<file path="src/rtl/accel_pkg.sv">
// Shared types for the accelerometer signal path: axis sample width and the x/y/z triple.
package accel_pkg;

    localparam int DATA_W = 16;

    typedef struct packed {
        logic [DATA_W-1:0] x;
        logic [DATA_W-1:0] y;
        logic [DATA_W-1:0] z;
    } accel_sample_t;

endpackage

</file>
<file path="src/rtl/sample_fifo.sv">
// First-word-fall-through FIFO of accel_sample_t triples. dout is a registered copy of the
// entry at the next read pointer, so the whole triple always changes on one edge.
module sample_fifo
    import accel_pkg::*;
#(
    parameter int DEPTH = 4,
    localparam int AW = $clog2(DEPTH),
    localparam int CW = $clog2(DEPTH) + 1
) (
    input  logic          clk,
    input  logic          reset,
    input  logic          push,
    input  logic          pop,
    input  accel_sample_t din,
    output accel_sample_t dout,
    output logic [CW-1:0] count
);

    accel_sample_t mem [DEPTH];
    logic [AW-1:0] rd_ptr, wr_ptr, rd_next;
    logic [CW-1:0] count_next;
    logic          rd_en, wr_en, bypass;

    assign rd_en      = pop && (count != '0);
    assign wr_en      = push && ((count != CW'(DEPTH)) || rd_en);
    assign rd_next    = rd_ptr + AW'(rd_en);
    assign count_next = count + CW'(wr_en) - CW'(rd_en);
    // The incoming triple becomes the head when nothing older survives this edge.
    assign bypass     = wr_en && (count == CW'(rd_en));

    always_ff @(posedge clk) begin
        if (wr_en)
            mem[wr_ptr] <= din;
    end

    always_ff @(posedge clk) begin
        if (reset) begin
            rd_ptr <= '0;
            wr_ptr <= '0;
            count  <= '0;
            dout   <= '0;
        end else begin
            rd_ptr <= rd_next;
            if (wr_en)
                wr_ptr <= wr_ptr + AW'(1);
            count <= count_next;
            // On the transition to empty the last popped triple stays visible.
            if (count_next != '0)
                dout <= bypass ? din : mem[rd_next];
        end
    end

endmodule

</file>
<file path="src/rtl/accel_sample_mailbox.sv">
// Mailbox between the filtered accelerometer stream and the Nios PIOs: buffers triples,
// pops one per cpu_ack level change, and counts triples dropped while full.
module accel_sample_mailbox #(
    parameter int DATA_W = 16,
    parameter int DEPTH  = 4,
    parameter int OVF_W  = 8
) (
    input  logic                       sys_clk,
    input  logic                       reset,
    input  logic                       in_valid,
    input  logic [DATA_W-1:0]          in_x,
    input  logic [DATA_W-1:0]          in_y,
    input  logic [DATA_W-1:0]          in_z,
    input  logic                       cpu_ack,
    output logic [DATA_W-1:0]          out_x,
    output logic [DATA_W-1:0]          out_y,
    output logic [DATA_W-1:0]          out_z,
    output logic                       data_interrupt,
    output logic                       available,
    output logic [$clog2(DEPTH):0]     fill_level,
    output logic [OVF_W-1:0]           overflow_count
);
    import accel_pkg::*;

    localparam int CW = $clog2(DEPTH) + 1;

    accel_sample_t din, dout;
    logic [CW-1:0] count, level_next;
    logic          ack_prev, pop_req, pop, push, drop;

    assign din = '{x: in_x, y: in_y, z: in_z};

    assign pop_req    = (cpu_ack != ack_prev);
    assign pop        = pop_req && (count != '0);
    assign push       = in_valid && ((count != CW'(DEPTH)) || pop);
    assign drop       = in_valid && !push;
    assign level_next = count + CW'(push) - CW'(pop);

    sample_fifo #(.DEPTH(DEPTH)) u_fifo (
        .clk   (sys_clk),
        .reset (reset),
        .push  (push),
        .pop   (pop),
        .din   (din),
        .dout  (dout),
        .count (count)
    );

    always_ff @(posedge sys_clk) begin
        // ack_prev tracks the PIO level even in reset so a stale level never pops.
        ack_prev <= cpu_ack;
        if (reset) begin
            data_interrupt <= 1'b0;
            available      <= 1'b1;
            overflow_count <= '0;
        end else begin
            data_interrupt <= (level_next != '0);
            available      <= (level_next != CW'(DEPTH));
            if (drop && (overflow_count != '1))
                overflow_count <= overflow_count + OVF_W'(1);
        end
    end

    assign fill_level = count;
    assign out_x      = dout.x;
    assign out_y      = dout.y;
    assign out_z      = dout.z;

endmodule

</file>
<file path="config.mk">
export PLATFORM = sky130hd
export DESIGN_NAME = accel_sample_mailbox
export DESIGN_NICKNAME = d
export VERILOG_FILES = /design/src/rtl/accel_pkg.sv /design/src/rtl/sample_fifo.sv /design/src/rtl/accel_sample_mailbox.sv
export SDC_FILE = /design/constraint.sdc
export NUM_CORES = 1
export LEC_CHECK = 0
export CORE_AREA = 2 2 144 146
export DETAILED_ROUTE_END_ITERATION = 12
export DIE_AREA = 0 0 146 148
export DONT_BUFFER_PORTS = 1
export MAX_ROUTING_LAYER = met4
export PLACE_DENSITY = 0.7
export SETUP_SLACK_MARGIN = 0.2
export SKIP_LAST_GASP = 1
export SYNTH_ARGS = -nofsm -noshare
export SYNTH_HDL_FRONTEND = slang
export SYNTH_SLANG_ARGS = --single-unit
</file>
<file path="constraint.sdc">
create_clock -name sys_clk -period 3.4 [get_ports sys_clk]
set_input_delay 0.34 -clock sys_clk [delete_from_list [all_inputs] [get_ports sys_clk]]
set_output_delay 0.34 -clock sys_clk [all_outputs]
set_load 0.03 [all_outputs]
</file>
After elaboration in Yosys (flattened, before gate mapping):

Memory sizes are Yosys's and may differ from the RTL's.
Cells that the tools add are included.

* RAM bits: 192
* output and inout port bits: 61
* bits in registers: 66
* logic and storage cells: 39
* input port bits: 52
* memories: 1

Memory list
* u_fifo.mem: words 4, bits a word 48, rd ports 1, clocked after memory_dff 0, write ports 1, RTL line sample_fifo.sv:19 `accel_sample_t mem [DEPTH];`

* reduce and logical (&&, ||, !) cells: 13
* eq/ne operators: 5
* add/subtract/negate cells: 7
* multiplexer cells: 3

Operators by type and width (number)
* $mux W48: 1
* $reduce_bool A3 Y1: 3
* $add A8 B1 Y8 const B: 1
* $ne A8 B8 Y1 const B: 1
* $logic_and A1 B1 Y1: 7
* $add A3 B1 Y3: 2
* $ne A3 B3 Y1 const B: 2
* $sub A3 B1 Y3: 2
* $eq A3 B1 Y1: 1
* $add A2 B1 Y2: 1
* $add A2 B1 Y2 const B: 1
* $logic_or A1 B1 Y1: 2
* $mux W1: 2
* $logic_not A1 Y1: 1
* $ne A1 B1 Y1: 1

Logic depth before layout (Yosys ltp):

* depth after elaboration: 8
* gate-level depth with buffers: 12
* gate-level depth less buffers: 10

By module:

Synthesis repeated with hierarchy kept, for this count alone.

* cell total of the unflattened synthesis: 629
* area, all modules: 10502.6 um^2

By module, submodules not included
* sample_fifo: area an instance 9831.9 um^2, times used 1, cells an instance 561, seq. area each 6866.6 um^2
* accel_sample_mailbox: area an instance 670.6 um^2, times used 1, cells an instance 68, seq. area each 220.2 um^2

Worst setup path before layout:

No wires, ideal clock.

* kind: reg2reg
* start: register u_fifo.count[1]
* end: memory u_fifo.mem[1][0] (netlist bit), enable pin
* setup time: 0.410 ns
* data required time: 2.990 ns
* buffers on the path: 0
* stages on the path, launching flop included: 4
* period minus slack after synthesis: 2.740 ns
* path slack: 0.660 ns
* arrival: 2.330 ns
* cell sequence: dfxtp_1 -> inv_1 -> a41oi_2 -> and2_1

* word-level cells in the longest chain between the ends: 7
* elaborated cells on any way between the ends: 10
* those cells by class: eq/ne: 1; mux: 2; reduce/logical: 7

Ends and longest elaborated chain
* from (decl): RTL line sample_fifo.sv:16 `output logic [CW-1:0] count`
* from (signal assigned): RTL line sample_fifo.sv:46 `count <= count_next;`
* $reduce_bool A3 Y1: RTL line sample_fifo.sv:24, accel_sample_mailbox.sv:34
* $logic_and A1 B1 Y1: RTL line accel_sample_mailbox.sv:34 `assign pop = pop_req && (count != '0);`
* $logic_or A1 B1 Y1 or $logic_and A1 B1 Y1 (tied branches): RTL line accel_sample_mailbox.sv:35, sample_fifo.sv:24
* $logic_and A1 B1 Y1 or $logic_or A1 B1 Y1 (tied branches): RTL line accel_sample_mailbox.sv:35, sample_fifo.sv:25
* $logic_and A1 B1 Y1 *: RTL line sample_fifo.sv:25 `assign wr_en = push && ((count != CW'(DEPTH)) || rd_en);`
* named net u_fifo.wr_en: RTL line sample_fifo.sv:22 `logic rd_en, wr_en, bypass;`
* $mux W1 *: RTL line sample_fifo.sv:32 `if (wr_en)`
* $mux W1 (not written as such) *: RTL line sample_fifo.sv:33 `mem[wr_ptr] <= din;`
* to (decl): RTL line sample_fifo.sv:19

The timed path passes the listed nets; every way through them passes the cells marked *.

Worst setup path in the final report:

* start: register u_fifo.count[0]
* end: register, netlist name u_fifo.dout[1]

* word-level cells in the longest chain between the ends: 8
* elaborated cells on any way between the ends: 16
* those cells by class: add/sub: 3; eq/ne: 2; mux: 1; reduce/logical: 9; memory: 1

Ends and longest elaborated chain
* $reduce_bool A3 Y1: RTL line sample_fifo.sv:24, accel_sample_mailbox.sv:34
* $logic_and A1 B1 Y1: RTL line accel_sample_mailbox.sv:34
* $logic_or A1 B1 Y1 or $logic_and A1 B1 Y1 (tied branches): RTL line accel_sample_mailbox.sv:35, sample_fifo.sv:24
* $logic_and A1 B1 Y1 or $logic_or A1 B1 Y1 (tied branches): RTL line accel_sample_mailbox.sv:35, sample_fifo.sv:25
* $logic_and A1 B1 Y1: RTL line sample_fifo.sv:25
* $add A3 B1 Y3: RTL line sample_fifo.sv:27 `assign count_next = count + CW'(wr_en) - CW'(rd_en);`
* $sub A3 B1 Y3: RTL line sample_fifo.sv:27
* $reduce_bool A3 Y1: RTL line sample_fifo.sv:48 `if (count_next != '0)`

Parallel ways exist; a longest one is shown, timed or not.
A chain may end at the register's enable or synchronous reset.

==> qor.yml <==
clk_pin_slew_worst_paths_ns: 0.06
vias: 5567
fillers: 1529
ctsResizeCount: 0
rsz0062_at_grt: "false"
drt-total-wl_um: 21000
fp-row-count: 52
crit_type: "reg2reg"
dr.first_iter.drc_count: 321
path_max_fanout: 56
synth_cells: 625
place_area_um2: 10600
ys_warn_count: 0
slew_headroom: 0.543
die_area_um2: 21600
die_h_um: 148
placed_cells: 872
crit_chain: "nor3_1 > nor2_1 > ha_1 > inv_1 > ha_1 > fa_1 > xor3_1 > nand2_4 > buf_12 > nor2_1 > a311oi_2"
r2r-start: "u_fifo.count[0]"
syn_to_final_growth_pct: 17.2
cts_sinks: 258
die_w_um: 146
ctsHoldBuffers: 51
antenna_found_initial: 2
grt_pass1_wl_um: 33600
synth.ff_latch_count: 258
hold_path.class: "in2reg"
ys_async_sr_fraction: 0
viasPerCell: 5.71
fin_crit_sh: 0.848
htreeDepth: 1
worstSetupStartpointType: "flop"
p_total_mw: 11.1
postCtsSetupBuffers: 0
synth_fp_nets: 689
synthFlopType: "edfxtp_1"
syn_area_um2: 10300
synth_cell_types: 40
fin_crit_ns: 2.88
clockRootBuffer: "clkbuf_16"
worst_setup_path_end_kind: "flop"
timing.fmax_mhz: 347
cts_made_buffers: 27
cap_violations: 0
crit_family: "adder cells"
status: "finished, final reports clean"
detailed_place_hpwl_um: 11600
ys_seq_area_frac: 0.691
drc: 0
path_buf_inv: 2
globalRouteTotalUtil: 0.204
tightest_slew_ns: 0.686
boundaryPins: 113
slowest_delay_ns: 0.43
p_leak_nw: 4.10
clock_latency_ns: 0.53
drt.antenna.violating_nets: 0
clock-skew-final_ns: 0.0133
hp-start: "in_z[8]"
synth_edf_count: 192
avgSynthCellArea_um2: 16.4
drive_gt1_frac: 0.222
coreArea_um2: 20000
io_buffers: 0
report.final.slew_viol_count: 0
clk_path_buf_depth: 3
layout.nets: 746
p_per_area_nw_per_um2: 925
cp_slowest_cell: "dfxtp_1"
crit_start: "u_fifo.count[0]"
wl_per_cell_um: 21.5
crit_arrival_ns: 3.33
routabilityCongestion: 0.783
worstPathRequired_ns: 3.84
ir_drop_v: 0.000565
initial_core_util: 0.512
overflow: 0
dr.pass1.iters: 4
setup_viol: 0
fin_cells: 975
grt_pass1_vias: 5951
hold_violations: 0
grt_max_degree: 61
final.setup.tns_ns: 0
cts_tree: "built"
fin_area_um2: 12000
[cells in the mapped netlist, drive strengths merged (2+ instances only)]
cell	instances	share of area
mux4	48	0.11
mux2	2	0.0022
or4	3	0.0022
nor2	58	0.021
a211oi	2	0.0015
a311oi	48	0.065
and2	5	0.0030
inv	11	0.0040
dfxtp	66	0.13
xnor2	4	0.0041
ha	10	0.012
clkbuf	12	0.0044
nand2	102	0.037
edfxtp	192	0.56
mux2i	2	0.0020
and3	5	0.0030
buf	27	0.016
fa	2	0.0039
nor2b	6	0.0037
nor3	3	0.0015
a21oi	3	0.0015
a41oi	2	0.0024
[worst register-to-register path, cell delays in order (launching register included)]
cell and delay (ns):
dfxtp_1 0.43, nor3_1 0.27, nor2_1 0.12, ha_1 0.31, inv_1 0.08, ha_1 0.20, fa_1 0.37, xor3_1 0.24
nand2_4 0.12, buf_12 0.26, nor2_1 0.16, a311oi_2 0.24
[power breakdown]
part | leakage [nW] | internal [mW] | switching [mW]
Clock | 0.423 | 1.62 | 1.14
Combinational | 1.37 | 1.70 | 2.03
Sequential | 2.31 | 3.88 | 0.731
[layer usage]
metal  track usage  part of all wire  up-vias
met4        0.0510             0.016        0
met3        0.0488             0.071       34
li1              -                 -     2516
met5             -                 0        -
met1         0.261              0.41     2853
met2         0.335              0.50      164
[logic make-up (layout without fill, tap and decap cells)]
kind of cell / Yosys count / in the layout / share of synthesized area
xor+xnor: 6 / 6 / 0.00732
compound gates: 58 / 58 / 0.0732
mux: 52 / 52 / 0.110
fa+ha+maj: 12 / 12 / 0.0161
simple gates: 189 / 189 / 0.0781
other cells: 0 / 2 / 0
flops: 258 / 258 / 0.691
buf+inv: 50 / 128 / 0.0248
[layout by cell type (no fill, tap or decap), drive strengths merged, types with 6 or more instances in the layout]
cell	instances
a311oi	48
buf	17
clkbuf	30
clkinv	17
dfxtp	66
dlygate4sd3	50
edfxtp	192
ha	10
inv	12
mux4	48
nand2	102
nor2	58
nor2b	6
[flip-flops by register name (all words and copies together), names as in the netlist]
register / cells
u_fifo.mem: 192
u_fifo.dout: 48
overflow_count: 8
u_fifo.count: 3
u_fifo.rd_ptr: 2
u_fifo.wr_ptr: 2
ack_prev: 1
available: 1
data_interrupt: 1
[through the flow]
step,hold slack [ns],utilization,worst slack [ns]
global placement,0.368,0.531,0.593
floorplan,0.368,-,0.660
detailed placement,0.368,0.531,0.478
CTS,0.00109,0.599,0.488
global route,0.00590,0.600,0.214
finish,0.0166,0.600,0.516
[worst paths after layout]
check        slack [ns]  cells past startpoint                to
max                0.52                     11    u_fifo.dout[1]
min                0.02                      2    u_fifo.dout[8]
max reg2reg        0.52                     11    u_fifo.dout[1]
min reg2reg        0.59                      2  u_fifo.wr_ptr[1]
[layout make-up]
class | count | area (um2) | area share
Clock inverter | 20 | 144 | 0.0120
Inverter | 11 | 41.3 | 0.00344
Sequential cell | 258 | 7090 | 0.590
Tap cell | 270 | 338 | 0.0281
Clock buffer | 30 | 697 | 0.0580
Timing Repair Buffer | 67 | 736 | 0.0612
Multi-Input combinational cell | 317 | 2970 | 0.247
Antenna cell | 2 | 5.00 | 0.000416
Note: power is estimated with default switching activity, not from simulation.
